### config.mk
export PLATFORM = sky130hd
export DESIGN_NAME = alu_gated_core
export DESIGN_NICKNAME = d
export VERILOG_FILES = /design/src/rtl/alu_pkg.sv /design/src/rtl/alu_iter_muldiv.sv /design/src/rtl/alu_gated_core.sv
export SDC_FILE = /design/constraint.sdc
export NUM_CORES = 1
export LEC_CHECK = 0
export ABC_AREA = 1
export ABC_CLOCK_PERIOD_IN_PS = 2400
export CORE_MARGIN = 8
export CORE_UTILIZATION = 40
export DETAILED_ROUTE_END_ITERATION = 8
export SLEW_MARGIN = 0
export SYNTH_ARGS = -nofsm -noshare
export SYNTH_HDL_FRONTEND = slang
export SYNTH_SLANG_ARGS = --single-unit
export TNS_END_PERCENT = 10
### constraint.sdc
create_clock -name clk -period 2.4 [get_ports clk]
set_input_delay 0.72 -clock clk [delete_from_list [all_inputs] [get_ports clk]]
set_output_delay 0.72 -clock clk [all_outputs]
set_load 0.05 [all_outputs]
### src/rtl/alu_pkg.sv
`default_nettype none
// ============================================================================
// Module  : alu_pkg
// Purpose : Shared opcodes, functional-unit enable indices and FSM encoding
//           for the gated ALU core.
// Rev     : 1.0  initial release
// ============================================================================
package alu_pkg;

  // Opcode encoding
  localparam logic [3:0] OP_ADD  = 4'b0000;
  localparam logic [3:0] OP_SUB  = 4'b0001;
  localparam logic [3:0] OP_MUL  = 4'b0010;
  localparam logic [3:0] OP_DIV  = 4'b0011;
  localparam logic [3:0] OP_CMP  = 4'b0100;
  localparam logic [3:0] OP_NAND = 4'b0101;
  localparam logic [3:0] OP_AND  = 4'b0110;
  localparam logic [3:0] OP_NOR  = 4'b0111;
  localparam logic [3:0] OP_OR   = 4'b1000;
  localparam logic [3:0] OP_XOR  = 4'b1001;
  localparam logic [3:0] OP_SHL  = 4'b1010;
  localparam logic [3:0] OP_SHR  = 4'b1011;
  localparam logic [3:0] OP_ROL  = 4'b1100;
  localparam logic [3:0] OP_ROR  = 4'b1101;

  // Bit positions inside the one-hot unit enable
  localparam int UNIT_ARITH = 0;  // add / sub / cmp
  localparam int UNIT_LOGIC = 1;  // logic / shift / rotate
  localparam int UNIT_MUL   = 2;
  localparam int UNIT_DIV   = 3;

  // Controller states
  typedef enum logic [1:0] {
    ST_IDLE = 2'b00,
    ST_ITER = 2'b01,
    ST_DONE = 2'b10
  } state_t;

  // Map an opcode onto the functional unit that executes it (0 for reserved)
  function automatic logic [3:0] unit_decode(input logic [3:0] op);
    logic [3:0] en;
    en = 4'b0000;
    case (op)
      OP_ADD, OP_SUB, OP_CMP:                 en[UNIT_ARITH] = 1'b1;
      OP_NAND, OP_AND, OP_NOR, OP_OR, OP_XOR,
      OP_SHL, OP_SHR, OP_ROL, OP_ROR:         en[UNIT_LOGIC] = 1'b1;
      OP_MUL:                                 en[UNIT_MUL]   = 1'b1;
      OP_DIV:                                 en[UNIT_DIV]   = 1'b1;
      default:                                en = 4'b0000;
    endcase
    return en;
  endfunction

endpackage
`default_nettype wire

### src/rtl/alu_iter_muldiv.sv
`default_nettype none
// ============================================================================
// Module  : alu_iter_muldiv
// Purpose : Shared iterative datapath for signed multiply (shift-add) and
//           signed divide (restoring). One bit per cycle on magnitudes, sign
//           fixed up combinationally from the final registers.
// Rev     : 1.0  initial release
// ============================================================================
module alu_iter_muldiv #(
  parameter int WIDTH = 16
) (
  input  logic                    clk,
  input  logic                    rst,       // asynchronous, active-low
  input  logic                    i_start,   // load operands and begin
  input  logic                    i_is_div,
  input  logic signed [WIDTH-1:0] i_a,
  input  logic signed [WIDTH-1:0] i_b,
  output logic                    o_done,    // high during the last iteration
  output logic        [WIDTH-1:0] o_lo,
  output logic        [WIDTH-1:0] o_hi,
  output logic                    o_ovf
);

  localparam int CW = $clog2(WIDTH);

  logic             r_active;
  logic             r_div;
  logic [CW-1:0]    r_cnt;
  logic [WIDTH-1:0] r_addend;   // multiplicand (MUL) or divisor (DIV) magnitude
  logic [WIDTH-1:0] r_hi;       // product upper half / partial remainder
  logic [WIDTH-1:0] r_lo;       // multiplier bits / dividend bits -> quotient
  logic             r_neg_q;    // product or quotient is negative
  logic             r_neg_r;    // remainder follows the dividend sign

  logic [WIDTH-1:0]   w_ma;
  logic [WIDTH-1:0]   w_mb;
  logic [WIDTH:0]     w_mul_sum;
  logic [WIDTH:0]     w_div_sh;
  logic [WIDTH:0]     w_div_tr;
  logic               w_div_ge;
  logic [WIDTH-1:0]   w_hi_nxt;
  logic [WIDTH-1:0]   w_lo_nxt;
  logic [2*WIDTH-1:0] w_prod;
  logic [2*WIDTH-1:0] w_prod_s;
  logic [WIDTH-1:0]   w_quo_s;
  logic [WIDTH-1:0]   w_rem_s;

  assign w_ma = i_a[WIDTH-1] ? WIDTH'(-i_a) : i_a;
  assign w_mb = i_b[WIDTH-1] ? WIDTH'(-i_b) : i_b;

  // One iteration step for both algorithms; the remainder never exceeds the
  // divisor magnitude so the shifted remainder always fits in WIDTH bits.
  always_comb begin
    w_mul_sum = {1'b0, r_hi} + (r_lo[0] ? {1'b0, r_addend} : '0);
    w_div_sh  = {r_hi, r_lo[WIDTH-1]};
    w_div_tr  = w_div_sh - {1'b0, r_addend};
    w_div_ge  = ~w_div_tr[WIDTH];
    if (r_div) begin
      w_hi_nxt = w_div_ge ? w_div_tr[WIDTH-1:0] : w_div_sh[WIDTH-1:0];
      w_lo_nxt = {r_lo[WIDTH-2:0], w_div_ge};
    end else begin
      w_hi_nxt = w_mul_sum[WIDTH:1];
      w_lo_nxt = {w_mul_sum[0], r_lo[WIDTH-1:1]};
    end
  end

  assign o_done = r_active & (r_cnt == CW'(WIDTH - 1));

  // Operand load on start, then one iteration per cycle until the counter ends
  always_ff @(posedge clk or negedge rst) begin
    if (!rst) begin
      r_active <= 1'b0;
      r_div    <= 1'b0;
      r_cnt    <= '0;
      r_addend <= '0;
      r_hi     <= '0;
      r_lo     <= '0;
      r_neg_q  <= 1'b0;
      r_neg_r  <= 1'b0;
    end else if (i_start) begin
      r_active <= 1'b1;
      r_div    <= i_is_div;
      r_cnt    <= '0;
      r_addend <= i_is_div ? w_mb : w_ma;
      r_hi     <= '0;
      r_lo     <= i_is_div ? w_ma : w_mb;
      r_neg_q  <= i_a[WIDTH-1] ^ i_b[WIDTH-1];
      r_neg_r  <= i_a[WIDTH-1];
    end else if (r_active) begin
      r_hi  <= w_hi_nxt;
      r_lo  <= w_lo_nxt;
      r_cnt <= r_cnt + CW'(1);
      if (o_done) begin
        r_active <= 1'b0;
      end
    end
  end

  // Apply signs to the magnitude results
  always_comb begin
    w_prod   = {r_hi, r_lo};
    w_prod_s = r_neg_q ? -w_prod : w_prod;
    w_quo_s  = r_neg_q ? -r_lo : r_lo;
    w_rem_s  = r_neg_r ? -r_hi : r_hi;
    o_lo     = r_div ? w_quo_s : w_prod_s[WIDTH-1:0];
    o_hi     = r_div ? w_rem_s : w_prod_s[2*WIDTH-1:WIDTH];
    // Only most-negative / -1 yields a positive quotient of 2^(WIDTH-1)
    o_ovf    = r_div & ~r_neg_q & (r_lo == {1'b1, {(WIDTH-1){1'b0}}});
  end

endmodule
`default_nettype wire

### src/rtl/alu_gated_core.sv
`default_nettype none
// ============================================================================
// Module  : alu_gated_core
// Purpose : Signed ALU with per-unit operand gating, single-cycle ops and a
//           shared iterative MUL/DIV unit, controlled by an IDLE/ITER/DONE FSM.
// Rev     : 1.0  initial release
// ============================================================================
module alu_gated_core
  import alu_pkg::*;
#(
  parameter int WIDTH = 16
) (
  input  logic                    clk,
  input  logic                    rst,      // asynchronous, active-low
  input  logic                    start,
  input  logic              [3:0] op,
  input  logic signed [WIDTH-1:0] A,
  input  logic signed [WIDTH-1:0] B,
  output logic signed [WIDTH-1:0] Z_low,
  output logic signed [WIDTH-1:0] Z_high,
  output logic                    valid,
  output logic                    busy,
  output logic                    ovf,
  output logic                    dbz,
  output logic                    err,
  output logic              [3:0] unit_en
);

  localparam int SHW = $clog2(WIDTH);

  state_t r_state;
  state_t w_state_nxt;

  logic              w_accept;
  logic [3:0]        w_dec_en;
  logic              w_go_iter;
  logic              w_md_start;
  logic              w_md_done;
  logic [WIDTH-1:0]  w_md_lo;
  logic [WIDTH-1:0]  w_md_hi;
  logic              w_md_ovf;

  logic [3:0]              r_op;
  logic [3:0]              r_unit_en;
  logic signed [WIDTH-1:0] r_as_a;
  logic signed [WIDTH-1:0] r_as_b;
  logic [WIDTH-1:0]        r_lg_a;
  logic [WIDTH-1:0]        r_lg_b;
  logic [WIDTH-1:0]        r_div_a;
  logic                    r_b_zero;

  logic [WIDTH:0]     w_add;
  logic [WIDTH:0]     w_sub;
  logic [SHW-1:0]     w_amt;
  logic [2*WIDTH-1:0] w_rol2;
  logic [2*WIDTH-1:0] w_ror2;
  logic [WIDTH-1:0]   w_res_lo;
  logic [WIDTH-1:0]   w_res_hi;
  logic               w_res_ovf;
  logic               w_res_dbz;
  logic               w_res_err;

  assign w_accept   = start & (r_state == ST_IDLE);
  assign w_dec_en   = unit_decode(op);
  assign w_go_iter  = w_dec_en[UNIT_MUL] | (w_dec_en[UNIT_DIV] & (B != '0));
  assign w_md_start = w_accept & w_go_iter;

  // FSM state register
  always_ff @(posedge clk or negedge rst) begin
    if (!rst) begin
      r_state <= ST_IDLE;
    end else begin
      r_state <= w_state_nxt;
    end
  end

  // FSM next state, busy and unit enables (live decode on the accept cycle)
  always_comb begin
    w_state_nxt = r_state;
    busy        = 1'b0;
    unit_en     = 4'b0000;
    case (r_state)
      ST_IDLE: begin
        if (w_accept) begin
          unit_en     = w_dec_en;
          w_state_nxt = w_go_iter ? ST_ITER : ST_DONE;
        end
      end
      ST_ITER: begin
        busy    = 1'b1;
        unit_en = r_unit_en;
        if (w_md_done) begin
          w_state_nxt = ST_DONE;
        end
      end
      ST_DONE: begin
        busy        = 1'b1;
        unit_en     = r_unit_en;
        w_state_nxt = ST_IDLE;
      end
      default: w_state_nxt = ST_IDLE;
    endcase
  end

  // Capture opcode and gate operands into the unit that will execute them
  always_ff @(posedge clk or negedge rst) begin
    if (!rst) begin
      r_op      <= '0;
      r_unit_en <= '0;
      r_as_a    <= '0;
      r_as_b    <= '0;
      r_lg_a    <= '0;
      r_lg_b    <= '0;
      r_div_a   <= '0;
      r_b_zero  <= 1'b0;
    end else if (w_accept) begin
      r_op      <= op;
      r_unit_en <= w_dec_en;
      if (w_dec_en[UNIT_ARITH]) begin
        r_as_a <= A;
        r_as_b <= B;
      end
      if (w_dec_en[UNIT_LOGIC]) begin
        r_lg_a <= A;
        r_lg_b <= B;
      end
      if (w_dec_en[UNIT_DIV]) begin
        r_div_a  <= A;
        r_b_zero <= (B == '0);
      end
    end
  end

  alu_iter_muldiv #(
    .WIDTH (WIDTH)
  ) u_muldiv (
    .clk      (clk),
    .rst      (rst),
    .i_start  (w_md_start),
    .i_is_div (w_dec_en[UNIT_DIV]),
    .i_a      (A),
    .i_b      (B),
    .o_done   (w_md_done),
    .o_lo     (w_md_lo),
    .o_hi     (w_md_hi),
    .o_ovf    (w_md_ovf)
  );

  assign w_add  = {r_as_a[WIDTH-1], r_as_a} + {r_as_b[WIDTH-1], r_as_b};
  assign w_sub  = {r_as_a[WIDTH-1], r_as_a} - {r_as_b[WIDTH-1], r_as_b};
  assign w_amt  = r_lg_b[SHW-1:0];
  assign w_rol2 = {r_lg_a, r_lg_a} << w_amt;
  assign w_ror2 = {r_lg_a, r_lg_a} >> w_amt;

  // Result selection from the latched opcode, consumed in the DONE cycle
  always_comb begin
    w_res_lo  = '0;
    w_res_hi  = '0;
    w_res_ovf = 1'b0;
    w_res_dbz = 1'b0;
    w_res_err = 1'b0;
    case (r_op)
      OP_ADD: begin
        w_res_lo  = w_add[WIDTH-1:0];
        w_res_hi  = {WIDTH{w_add[WIDTH]}};
        w_res_ovf = w_add[WIDTH] ^ w_add[WIDTH-1];
      end
      OP_SUB: begin
        w_res_lo  = w_sub[WIDTH-1:0];
        w_res_hi  = {WIDTH{w_sub[WIDTH]}};
        w_res_ovf = w_sub[WIDTH] ^ w_sub[WIDTH-1];
      end
      OP_MUL: begin
        w_res_lo = w_md_lo;
        w_res_hi = w_md_hi;
      end
      OP_DIV: begin
        if (r_b_zero) begin
          w_res_lo  = '1;
          w_res_hi  = r_div_a;
          w_res_dbz = 1'b1;
        end else begin
          w_res_lo  = w_md_lo;
          w_res_hi  = w_md_hi;
          w_res_ovf = w_md_ovf;
        end
      end
      OP_CMP: begin
        if (r_as_a < r_as_b) begin
          w_res_lo = '1;
        end else if (r_as_a > r_as_b) begin
          w_res_lo = WIDTH'(1);
        end
      end
      OP_NAND: w_res_lo = ~(r_lg_a & r_lg_b);
      OP_AND:  w_res_lo = r_lg_a & r_lg_b;
      OP_NOR:  w_res_lo = ~(r_lg_a | r_lg_b);
      OP_OR:   w_res_lo = r_lg_a | r_lg_b;
      OP_XOR:  w_res_lo = r_lg_a ^ r_lg_b;
      OP_SHL:  w_res_lo = r_lg_a << w_amt;
      OP_SHR:  w_res_lo = r_lg_a >> w_amt;
      OP_ROL:  w_res_lo = w_rol2[2*WIDTH-1:WIDTH];
      OP_ROR:  w_res_lo = w_ror2[WIDTH-1:0];
      default: w_res_err = 1'b1;
    endcase
  end

  // Result and flag registers: update and pulse valid only out of DONE
  always_ff @(posedge clk or negedge rst) begin
    if (!rst) begin
      Z_low  <= '0;
      Z_high <= '0;
      valid  <= 1'b0;
      ovf    <= 1'b0;
      dbz    <= 1'b0;
      err    <= 1'b0;
    end else begin
      valid <= 1'b0;
      if (r_state == ST_DONE) begin
        valid  <= 1'b1;
        Z_low  <= w_res_lo;
        Z_high <= w_res_hi;
        ovf    <= w_res_ovf;
        dbz    <= w_res_dbz;
        err    <= w_res_err;
      end
    end
  end

endmodule
`default_nettype wire

# ---- Yosys cells after proc, flatten, opt, wreduce, memory -nomap -nowiden
# Index checks and enable logic that the tools add are counted.
dict set report word_totals {
  output_inout_bits 41
  latchBits 0
  mem_bits_ro 0
  mem_count 0
  ramBits 0
  ff_bits 183
  inputBits 39
  elab_cells 147
}
dict set report op_classes {
  n_addsub 10
  n_lt_le_gt_ge 2
  bitwise 17
  eq_ne 32
  n_shift 4
  n_reduce_logical 14
  multipliers 0
  muxes 45
  div_mod_pow 0
}
# cell count
set op_table {}
lappend op_table {{16-bit two-way mux} 19}
lappend op_table {{16-bit case mux with 14 select lines} 1}
lappend op_table {{16-bit negator} 4}
lappend op_table {{16-bit case mux with 4 select lines} 1}
lappend op_table {{4-bit equality test, second input constant} 13}
lappend op_table {{4-bit by 3-bit equality test with 1-bit output, second input constant} 8}
lappend op_table {{32-bit two-way mux} 1}
lappend op_table {{32-bit negator} 1}
lappend op_table {{16-bit inverter} 2}
lappend op_table {{32-bit by 4-bit << shifter with 32-bit output} 1}
lappend op_table {{32-bit by 4-bit right shift with 16-bit output} 1}
lappend op_table {{16-bit by 16-bit adder with 17-bit output} 1}
lappend op_table {{16-bit by 17-bit adder with 17-bit output} 1}
lappend op_table {{16-bit by 16-bit subtractor with 17-bit output} 1}
lappend op_table {{17-bit by 16-bit subtractor with 17-bit output} 1}
lappend op_table {{16-bit AND} 1}
lappend op_table {{16-bit equality test, second input constant} 1}
lappend op_table {{4-bit by 2-bit equality test with 1-bit output, second input constant} 4}
lappend op_table {{16-bit > comparator} 1}
lappend op_table {{16-bit zero test} 1}
lappend op_table {{16-bit less-than comparator} 1}
lappend op_table {{16-bit bitwise OR} 1}
lappend op_table {{16-bit nonzero test} 1}
lappend op_table {{16-bit by 4-bit << shifter with 16-bit output} 1}
lappend op_table {{other kinds (26)} 56}

# ---- Logic depth before layout (Yosys ltp)
dict set report depth {
  ltp_word 7
  depth_mapped 18
  depth_no_buf 17
}

# ---- Modules after synthesis
# Synthesis repeated with hierarchy kept, for this count alone.
dict set report hier_totals {
  hier_cells 2876
  area_unflattened_um2 17862.1
}
# mod area_each_um2 cells_per_inst n_inst
set modules_own_cells {}
lappend modules_own_cells {alu_gated_core 10796.6 1694 1}
lappend modules_own_cells {alu_iter_muldiv 7065.5 1182 1}

# ---- Worst setup path after synthesis
# Ideal clock, no wire load.
dict set report synth_timing {
  kind {input-to-output}
  start {input start}
  end {output unit_en[3]}
  arrival_ps 2216
  stages 7
  n_path_buf 1
  slack_ps -536
  required_ps 1680
  path_cell_list {nand2_1 > inv_1 > nand2_1 > nor2_1 > inv_1 > clkbuf_1 > a21oi_1}
}
dict set report synth_via {
  elab_chain_cells 3
}
# item line
set synth_lines {}
lappend synth_lines {{start, declared} alu_gated_core.sv:15} ;# input logic start,
lappend synth_lines {{1-bit AND} alu_gated_core.sv:63} ;# assign w_accept = start & (r_state == ST_IDLE);
lappend synth_lines {{4-bit two-way mux} alu_gated_core.sv:84} ;# if (w_accept) begin
lappend synth_lines {{4-bit case mux with 2 select lines} alu_gated_core.sv:82} ;# case (r_state)
lappend synth_lines {{end, declared} alu_gated_core.sv:26} ;# output logic [3:0] unit_en
# No other way between the ends.

# ---- Worst setup path in the final report
dict set report layout_timing {
  start {register r_state[0]}
  end {output unit_en[1]}
}
dict set report layout_via {
  elab_chain_cells 4
  word_cells_on_any_way 7
}
# item line
set layout_lines {}
lappend layout_lines {{start, declared} alu_gated_core.sv:31} ;# state_t r_state;
lappend layout_lines {{start signal, assigned} alu_gated_core.sv:73} ;# r_state <= w_state_nxt;
lappend layout_lines {{2-bit zero test} {alu_gated_core.sv:63, alu_gated_core.sv:82}}
lappend layout_lines {{1-bit AND} alu_gated_core.sv:63}
lappend layout_lines {{4-bit two-way mux} alu_gated_core.sv:84}
lappend layout_lines {{4-bit case mux with 2 select lines (*)} alu_gated_core.sv:82}
# Every way passes the cells marked *; elsewhere a longest branch is shown, timed or not.

==> metrics.md <==
| Metric | Value |
|---|---|
| Outcome | complete, but fails checks |
| Failing checks | setup timing |
| Initial antenna violation count | 1 |
| Nets | 3327 |
| Slew @ Worst Pin | 0.6330 ns |
| Post-CTS Hold Fix Bufs | 0 |
| Avg Inst Size Synth | 6.099 µm² |
| DIE HEIGHT | 223.1 µm |
| CP Capture Type | output pin |
| Clock share of power | 0.088 |
| Synth Net Count | 2961 |
| Fill count | 4344 |
| RSZ-0062 raised after global routing | yes |
| Worst path arrival time | 1.88 ns |
| Core Area | 42700 µm² |
| Max Clock Skew | 0.01543 ns |
| Iteration-0 DRC count of the detailed router | 1747 |
| Critical path class | reg -> out |
| Total global-route track usage | 0.2985 |
| Critical path launch point type | flip-flop |
| Final Cycle Share | 1.083 |
| Design area | 22530 µm² |
| Period minus WS final | 2.598 ns |
| Std-Cell Rows | 76 |
| DIE AREA | 49760 µm² |
| Area growth syn-to-layout | 31.36% |
| Worst setup margin | -0.1982 ns |
| Final-report setup violation count | 45 |
| GRT met1 Usage | 0.3475 |
| Ys flop type | dfrtp_1 |
| Chip width | 223.1 µm |
| Met3 usage | 0.04334 |
| Share of cells above drive strength 1 | 0.1883 |
| Internal Pwr Total | 16830 µW |
| Placer Congestion | 1.045 |
| Placed insts | 3678 |
| Root buffer cell | clkbuf_16 |
| GR peak layer | met2 |
| Wire per inst | 20.26 µm |
| DRC | 0 |
| Worst IR drop on VDD | 736.4 µV |
| FMAX | 384.9 MHz |
| Leakage power | 0.01200 µW |
| Crit path max fanout | 3 |
| Max-slew headroom | 0.5774 |
| Async S/R FF share, synth | 1.000 |
| Largest net degree at the start of global routing | 66 |
| Buffers on Ports | 79 |
| Number of diodes | 0 |
| Post-synth EDFFs | 0 |
| Reg power frac | 0.172 |
| Sequential element share of the synthesized area | 0.2670 |
| GRT Residual Overflow | 0 |
| CTS Buffer Depth | 2 |
| Post-synth cell types | 45 |
| CTS Buf Count | 17 |
| Sw Ratio | 0.5376 |
| Vias | 20240 |
| # clock sinks | 183 |
| Drt first pass iters | 6 |
| Final hold violations | 0 |
| CTS tree | yes |
| Worst-path clk slew | 0.07 ns |
| Synth Warn # | 0 |
| Final setup TNS | -2.039 ns |
| Antenna Violating Nets Remaining | 0 |
| Worst Path Required | 1.68 ns |
| Routed WL | 75700 µm |
| P_sw | 19570 µW |
| Max Slew Vio Count | 0 |
| Total power | 36410 µW |
| Cell area after placement | 21010 µm² |
| HP Class | in -> async |
| Number of global-route vias before repair | 19640 |
| I/O pin count | 80 |
| First-pass GRT wire length | 114800 µm |
| MaxCap Viol Count | 0 |
| PwrDens | 1616 nW/µm² |
| Yosys reg bits | 183 |
| Non-Filler Instances | 3737 |
| Gate Count Post-Synth | 2812 |
| Starting Density | 0.4017 |
| Worst-skew pair later-pin latency | 0.47 ns |
| Comb pwr share | 0.740 |
| Drt via density | 5.417 |
| H-tree levels | 4 |
| Grt met2 use | 0.5100 |
| Detail Placement HPWL | 61310 µm |
| Cell area after synthesis | 17150 µm² |
cells in the mapped netlist, types with 2 or more instances:
cell	count	area, µm²
nor2_2	12	75.07
a31oi_1	12	75.07
o21ai_1	15	75.07
a21oi_1	100	500.5
o21bai_1	13	97.59
nor3_1	29	145.1
or2_2	4	25.02
buf_2	42	210.2
o221ai_1	9	78.83
o31ai_1	2	15.01
nand2_1	964	3618
ha_1	106	1326
clkinv_1	3	11.26
buf_4	8	60.06
a21o_1	5	37.54
clkbuf_1	53	198.9
a22oi_1	3	22.52
fa_1	4	80.08
nor4_1	4	25.02
nand3b_1	9	67.56
o2111ai_1	2	17.52
o22ai_1	10	62.56
a21boi_0	3	22.52
buf_1	5	18.77
xnor2_1	4	35.03
inv_2	17	63.81
o21ai_0	214	1071
nand2_2	9	56.30
dfrtp_1	183	4579
xor2_1	35	306.5
inv_1	326	1224
nor2_1	207	777.0
o211ai_1	30	225.2
and3_1	3	18.77
o21a_1	2	15.01
nand3_1	331	1657
nand4_1	26	162.7
final timing paths:
check / start / endpoint / slack (ns) / cells past startpoint
max: r_state[0]$_DFFE_PN0P_ / unit_en[1] / -0.20 / 8
min: rst / u_muldiv.r_addend[1]$_DFFE_PN0P_ / 0.22 / 1
max reg2reg: r_as_b[0]$_DFFE_PN0P_ / Z_high[13]$_DFFE_PN0P_ / -0.12 / 18
min reg2reg: Z_low[6]$_DFFE_PN0P_ / Z_low[6]$_DFFE_PN0P_ / 0.48 / 2
max in group asynchronous: rst / r_as_a[12]$_DFFE_PN0P_ / 1.43 / 2
min in group clk: Z_low[6]$_DFFE_PN0P_ / Z_low[6]$_DFFE_PN0P_ / 0.48 / 2
layer usage:
layer  part of all wire  vias to the layer above
li1                   -                     9825
met1               0.39                     9474
met2               0.48                      716
met3              0.054                      225
met4              0.073                        2
met5            0.00012                        -
repair_timing:
action | in CTS | in global routing
gates resized for setup | 84 | 122
gates cloned | 0 | 1
pin swaps | 13 | 16
buffers inserted | 19 | 7
endpoints found under the setup margin | 58 | 108
area by class of cell:
class	count	area (µm²)	area share
clock buffers	19	432.9	0.01921
well taps	546	683.2	0.03032
flip-flops and latches	183	4584	0.2035
repair buffers	455	3864	0.1715
inverters	346	1306	0.05798
repair inverters	1	6.256	0.0002777
clock inverters	13	215.2	0.009552
multi-input cells	2174	11440	0.5077
power groups by stage:
stage | registers, µW | logic (µW) | clock network [µW]
2_1_floorplan | 6370 | 14000 | 0
3_3_place_gp | 6170 | 24800 | 0
3_5_place_dp | 6170 | 25000 | 0
4_1_cts | 6140 | 25700 | 3240
5_1_grt | 6350 | 29700 | 3360
6_report | 6250 | 27000 | 3200
worst max-delay path, stage by stage (launching register included):
cell and delay, ns:
dfrtp_1 0.40, inv_2 0.09, ha_4 0.15, nand2_2 0.05
inv_2 0.07, buf_6 0.10, o211ai_1 0.13, a21oi_2 0.26
buf_12 0.17
registers in the layout, summed over array words and instances (netlist names):
signal / count
u_muldiv.r_neg_q: 1
valid: 1
u_muldiv.r_div: 1
r_op: 4
u_muldiv.r_neg_r: 1
u_muldiv.r_addend: 16
r_state: 2
r_b_zero: 1
Z_low: 16
dbz: 1
r_lg_a: 16
r_lg_b: 16
r_as_a: 16
u_muldiv.r_active: 1
r_unit_en: 4
r_as_b: 16
Z_high: 16
ovf: 1
u_muldiv.r_cnt: 4
err: 1
u_muldiv.r_hi: 16
r_div_a: 16
u_muldiv.r_lo: 16
kinds of logic (layout without fill, tap and decap cells):
group	Yosys count	count (layout)	share of synthesized area
adder cells (fa/ha/maj)	110	110	0.08200
AO/OA/AOI/OAI	423	423	0.1370
buffers and inverters	455	834	0.1048
AND/OR/NAND/NOR	1602	1602	0.3893
XOR/XNOR	39	39	0.01991
flip-flops	183	183	0.2670
per-stage QoR:
step	hold slack, ns	utilization	setup WS (ns)
after floorplan	0.4244	-	-0.1696
after global placement	0.4659	0.4920	-0.3908
after detailed placement	0.4652	0.4920	-0.4715
after CTS	0.2238	0.5154	-0.1142
after global routing	0.2407	0.5277	-0.2415
final	0.2185	0.5277	-0.1982
placed cells by master, fill, tap and decap left out, types with 26 or more instances in the layout:
cell type and instances:
a21oi_1 86, buf_4 358, clkdlybuf4s50_1 55, dfrtp_1 179
ha_1 86, inv_1 314, inv_2 28, nand2_1 935
nand2_2 36, nand3_1 306, nand4_1 26, nor2_1 190
o211ai_1 30, o21ai_0 201, xor2_1 34
Note: power is estimated with default switching activity, not from simulation.
==> patch 1: new RTL, same flow settings <==
`WIDTH` is set to 16 in 2 places; all go to 8.
--- a/src/rtl/alu_iter_muldiv.sv
+++ b/src/rtl/alu_iter_muldiv.sv
@@ -7,7 +7,7 @@
 // Rev     : 1.0  initial release
 // ============================================================================
 module alu_iter_muldiv #(
-  parameter int WIDTH = 16
+  parameter int WIDTH = 8
 ) (
   input  logic                    clk,
   input  logic                    rst,       // asynchronous, active-low
--- a/src/rtl/alu_gated_core.sv
+++ b/src/rtl/alu_gated_core.sv
@@ -8,7 +8,7 @@
 module alu_gated_core
   import alu_pkg::*;
 #(
-  parameter int WIDTH = 16
+  parameter int WIDTH = 8
 ) (
   input  logic                    clk,
   input  logic                    rst,      // asynchronous, active-low
Ports: changed (resized A, B, Z_high and Z_low); port bits go from 80 to 48. No check against the original RTL was run, so the function may have changed too.
==> patch 1 against the unedited design <==
Core utilization fell by 3.7 points; total power fell by 58%; largest power group unchanged; the run still ends with setup timing left; sequential cell count decreased by 81; worst setup slack improved by 180 ps; final cell count is 54% lower; wire length is 62% lower; area after synthesis down 50%; global-route usage is 7.5 points lower; first-iteration DRC count decreased by 67%; via count fell by 56%; hold slack worse by 25 ps; cell area shrank 54%.
==> patch 1: results (changes against the unedited design) <==
status: "finished with violations"  # unchanged
violations: "setup timing"  # unchanged
avgSynthCellArea_um2: 6.436  # was 6.099 um2
setup_viol: 1  # was 45
fin_cells: 1716  # was 3737
place_congestion: 0.9582  # was 1.045
place_ws_ps: -365.3  # was -471.5 ps
synthesis.nets: 1414  # was 2961
groute.usage.overall: 0.2237  # was 0.2985
synthTopCellsByArea: "dfrtp_1 30%, nand2_1 21%, ha_1 8.6%"  # was dfrtp_1 27%, nand2_1 21%, nand3_1 9.7%
synthTopCellsByCount: "483 x nand2_1, 160 x inv_1, 118 x nand3_1"  # was 964 x nand2_1, 331 x nand3_1, 326 x inv_1
power.switching_mw: 8.311  # was 19.57 mW
peakVddDrop_v: 0.0009450  # was 0.0007364 V
antenna_found_initial: 0  # was 1
nets: 1522  # was 3327
drive_above_1_share: 0.1117  # was 0.1883
portBuffers: 47  # was 79
grt_pass1_vias: 8631  # was 19640
grt_pass1_wl_mm: 46.46  # was 114.8 mm
cp.arrival_ps: 1690  # was 1880 ps
layout_setup_ws_ps: -13.65  # was -198.2 ps
viasPerCell: 5.174  # was 5.417
numCtsBuffers: 9  # was 17
fin_skew_ps: 12.07  # was 15.43 ps
ys_seq_area_frac: 0.2986  # was 0.2670
htreeDepth: 3  # was 4
drt_iter0_drc: 574  # was 1747
relSlewSlack: 0.5627  # was 0.5774
## patch 1: critical path, cell delays in order
cell and delay (ps):
dlygate4sd2_1 280, nand2_4 100, inv_4 80, nand3b_1 120
a21oi_2 220, buf_12 160
## patch 1: area by class of cell
cell class	instances	area, um2
Clock inverter	6	52.55
Timing Repair Buffer	135	1220
Clock buffer	10	229.0
Multi-Input combinational cell	1019	5288
Inverter	169	639.4
Sequential cell	102	2552
Fill cell	2173	10700
Tap cell	275	344.1
## patch 1: power groups by stage
stage               combinational, mW  clock [mW]  sequential, mW
floorplan                        6.78           0            3.49
global placement                 10.2           0            3.33
detailed placement               10.3           0            3.33
CTS                              10.3        1.48            3.31
global route                     11.9        1.56            3.43
finish                           10.6        1.46            3.32
## patch 1: path summary, 6_finish.rpt
check / from / slack [ps] / end
max: start / -10 / unit_en[2]
min: rst / 190 / u_muldiv.r_addend[7]
max reg2reg: u_muldiv.r_lo[7] / 180 / u_muldiv.r_hi[4]
min reg2reg: Z_high[7] / 480 / Z_high[7]
max in group asynchronous: rst / 1640 / Z_low[0]
min in group clk: Z_high[7] / 480 / Z_high[7]
## patch 1: timing repair
action,in CTS,in global routing
hold buffers,0,0
buffers inserted,5,2
setup endpoints to repair,4,39
pin swaps,6,9
gates resized for setup,20,35
## patch 1: cell families after synthesis
family,share of synthesized area
and+or+nand+nor,0.3491
AOI/OAI and AO/OA,0.1405
adders and majority gates,0.09574
xor gates and xnor gates,0.02050
DFF,0.2986
buffers and inverters,0.09545
## patch 1: stage by stage
step	power (mW)	setup TNS (ps)	hold WS (ps)	instance area [um2]
floorplan	10.27	-531.7	424.4	8569
global placement	13.50	-8528	464.5	9881
detailed placement	13.59	-9532	463.7	9881
CTS	15.13	-23.20	192.1	10200
global route	16.89	-173.4	197.0	10320
finish	15.34	-13.65	193.6	10320
## patch 1: layer usage
metal / track usage / vias up / wire (um) / part of all wire
li1: - / 4479 / - / -
met1: 0.2705 / 4156 / 12430 / 0.43
met2: 0.3990 / 199 / 14440 / 0.50
met3: 0.02607 / 44 / 910 / 0.032
met4: 0.08460 / 0 / 999 / 0.035
met5: 0 / - / 0 / 0
==> patch 2: new RTL, same flow settings <==
Made on the original files. Put one more register stage on the output `Z_high`, with the module's reset. The value now appears one clock later. The other outputs are not delayed to match.
--- a/src/rtl/alu_gated_core.sv
+++ b/src/rtl/alu_gated_core.sv
@@ -28,6 +28,8 @@
 
   localparam int SHW = $clog2(WIDTH);
 
+  logic signed [WIDTH-1:0] Z_high_s0;
+
   state_t r_state;
   state_t w_state_nxt;
 
@@ -209,7 +211,7 @@
   always_ff @(posedge clk or negedge rst) begin
     if (!rst) begin
       Z_low  <= '0;
-      Z_high <= '0;
+      Z_high_s0 <= '0;
       valid  <= 1'b0;
       ovf    <= 1'b0;
       dbz    <= 1'b0;
@@ -219,7 +221,7 @@
       if (r_state == ST_DONE) begin
         valid  <= 1'b1;
         Z_low  <= w_res_lo;
-        Z_high <= w_res_hi;
+        Z_high_s0 <= w_res_hi;
         ovf    <= w_res_ovf;
         dbz    <= w_res_dbz;
         err    <= w_res_err;
@@ -227,6 +229,14 @@
     end
   end
 
+  always_ff @(posedge clk or negedge rst) begin
+    if (!rst) begin
+      Z_high <= '0;
+    end else begin
+      Z_high <= Z_high_s0;
+    end
+  end
+
 endmodule
 `default_nettype wire
 
Formal check against the unedited RTL: not equivalent (Yosys sat finds a counterexample within 4 cycles, from zero or initial values and one cycle with rst low).
==> patch 2 against the unedited design <==
The run still ends with setup timing left; area after synthesis grew 0.77%; worst setup slack improved by 60 ps; sequential share of layout area is 0.77 points higher; register-to-register slack better by 40 ps; cell area increased by 4.8%; wire length grew 4.6%; clock power is 2% higher; global-route usage grew 1.2 points; hold slack got worse by 33 ps; sequential power up 5.1%; sequential cell count up 16; die area is 0.71% higher; combinational power increased by 9.3%; total power is 7.9% higher; critical endpoint unchanged; largest power group unchanged.
==> patch 2: results (changes against the unedited design) <==
synth-seq-cells: 199  # was 183
setup_viol: 15  # was 45
drt_iter0_drc: 1739  # was 1747
finalInstanceArea_um2: 23620  # was 22530 um2
synthesis.nets: 2903  # was 2961
wl_per_cell_um: 20.79  # was 20.26 um
grt_pass1_wl_mm: 118.6  # was 114.8 mm
final-clk-cell-share: 0.02728  # was 0.02877
peakVddDrop_v: 0.0008082  # was 0.0007364 V
relSlewSlack: 0.5623  # was 0.5774
synth_xor_xnor_area_share: 0.02128  # was 0.01992
status: "finished with violations"  # unchanged
dp_cells: 3723  # was 3678
nNonClkBuffers: 540  # was 455
p_leak_nw: 12.37  # was 12.00 nW
nonClkBufAreaFrac: 0.1907  # was 0.1715
crit_fanout: 5  # was 3
violations: "setup timing"  # unchanged
hpwl_mm: 63.81  # was 61.31 mm
fillers: 4300  # was 4344
dr.pass1.iters: 7  # was 6
layout_setup_ws_ps: -138.1  # was -198.2 ps
setup-tns-final_ps: -655.1  # was -2039 ps
place_ws_ps: -458.4  # was -471.5 ps
place_congestion: 1.037  # was 1.045
p_comb_mw: 29.5  # was 27.0 mW
[patch 2: cell types whose count changed after synthesis, sizes merged, moves of 7 or more]
| cell | delta |
|---|---|
| dfrtp | +16 |
| nor3 | +7 |
| nand2 | -33 |
| inv | -37 |
| o221ai | -7 |
| nor2 | +7 |
| nand3 | -30 |
| o2111ai | +8 |
[patch 2: logic make-up (layout without fill, tap and decap cells)]
| kind of cell | after synthesis | in the layout |
|---|---|---|
| compound gates | 435 | 435 |
| xor+xnor | 42 | 42 |
| fa+ha+maj | 110 | 110 |
| buf+inv | 413 | 881 |
| flops | 199 | 199 |
| simple gates | 1555 | 1556 |
[patch 2: repair_timing]
action                     4_1_cts  5_1_grt
gates resized for setup         88      205
cloned                           0        1
setup buffers                   38       15
pin swaps                       10       46
setup endpoints to repair       68       92
[patch 2: worst min-delay path by stage]
stage                            start   endpoint  cells past startpoint  slack (ps)
after detailed placement  Z_high_s0[2]  Z_high[2]                      0         360
after global placement    Z_high_s0[7]  Z_high[7]                      0         360
final                              rst      valid                      1         190
after CTS                          rst      valid                      1         200
after floorplan           Z_high_s0[0]  Z_high[0]                      0         350
after global routing               rst      valid                      1         220
[patch 2: metal layers]
| metal | up-vias | track usage | share of wire |
|---|---|---|---|
| met5 | - | 0 | 0.00016 |
| met4 | 2 | 0.1612 | 0.056 |
| met3 | 186 | 0.04277 | 0.053 |
| met2 | 740 | 0.5138 | 0.47 |
| met1 | 9817 | 0.3917 | 0.42 |
| li1 | 9886 | - | - |
[patch 2: worst register-to-register path: stages (launching register included)]
cell and delay (ps):
dfrtp_1 380, inv_2 70, ha_4 180, nand2_8 90, inv_8 50, buf_4 130, buf_6 110, buf_4 120
buf_4 120, buf_4 120, buf_4 120, buf_4 120, buf_4 120, buf_6 100, buf_4 110, buf_4 120
buf_4 120, buf_4 120, o21ai_2 110
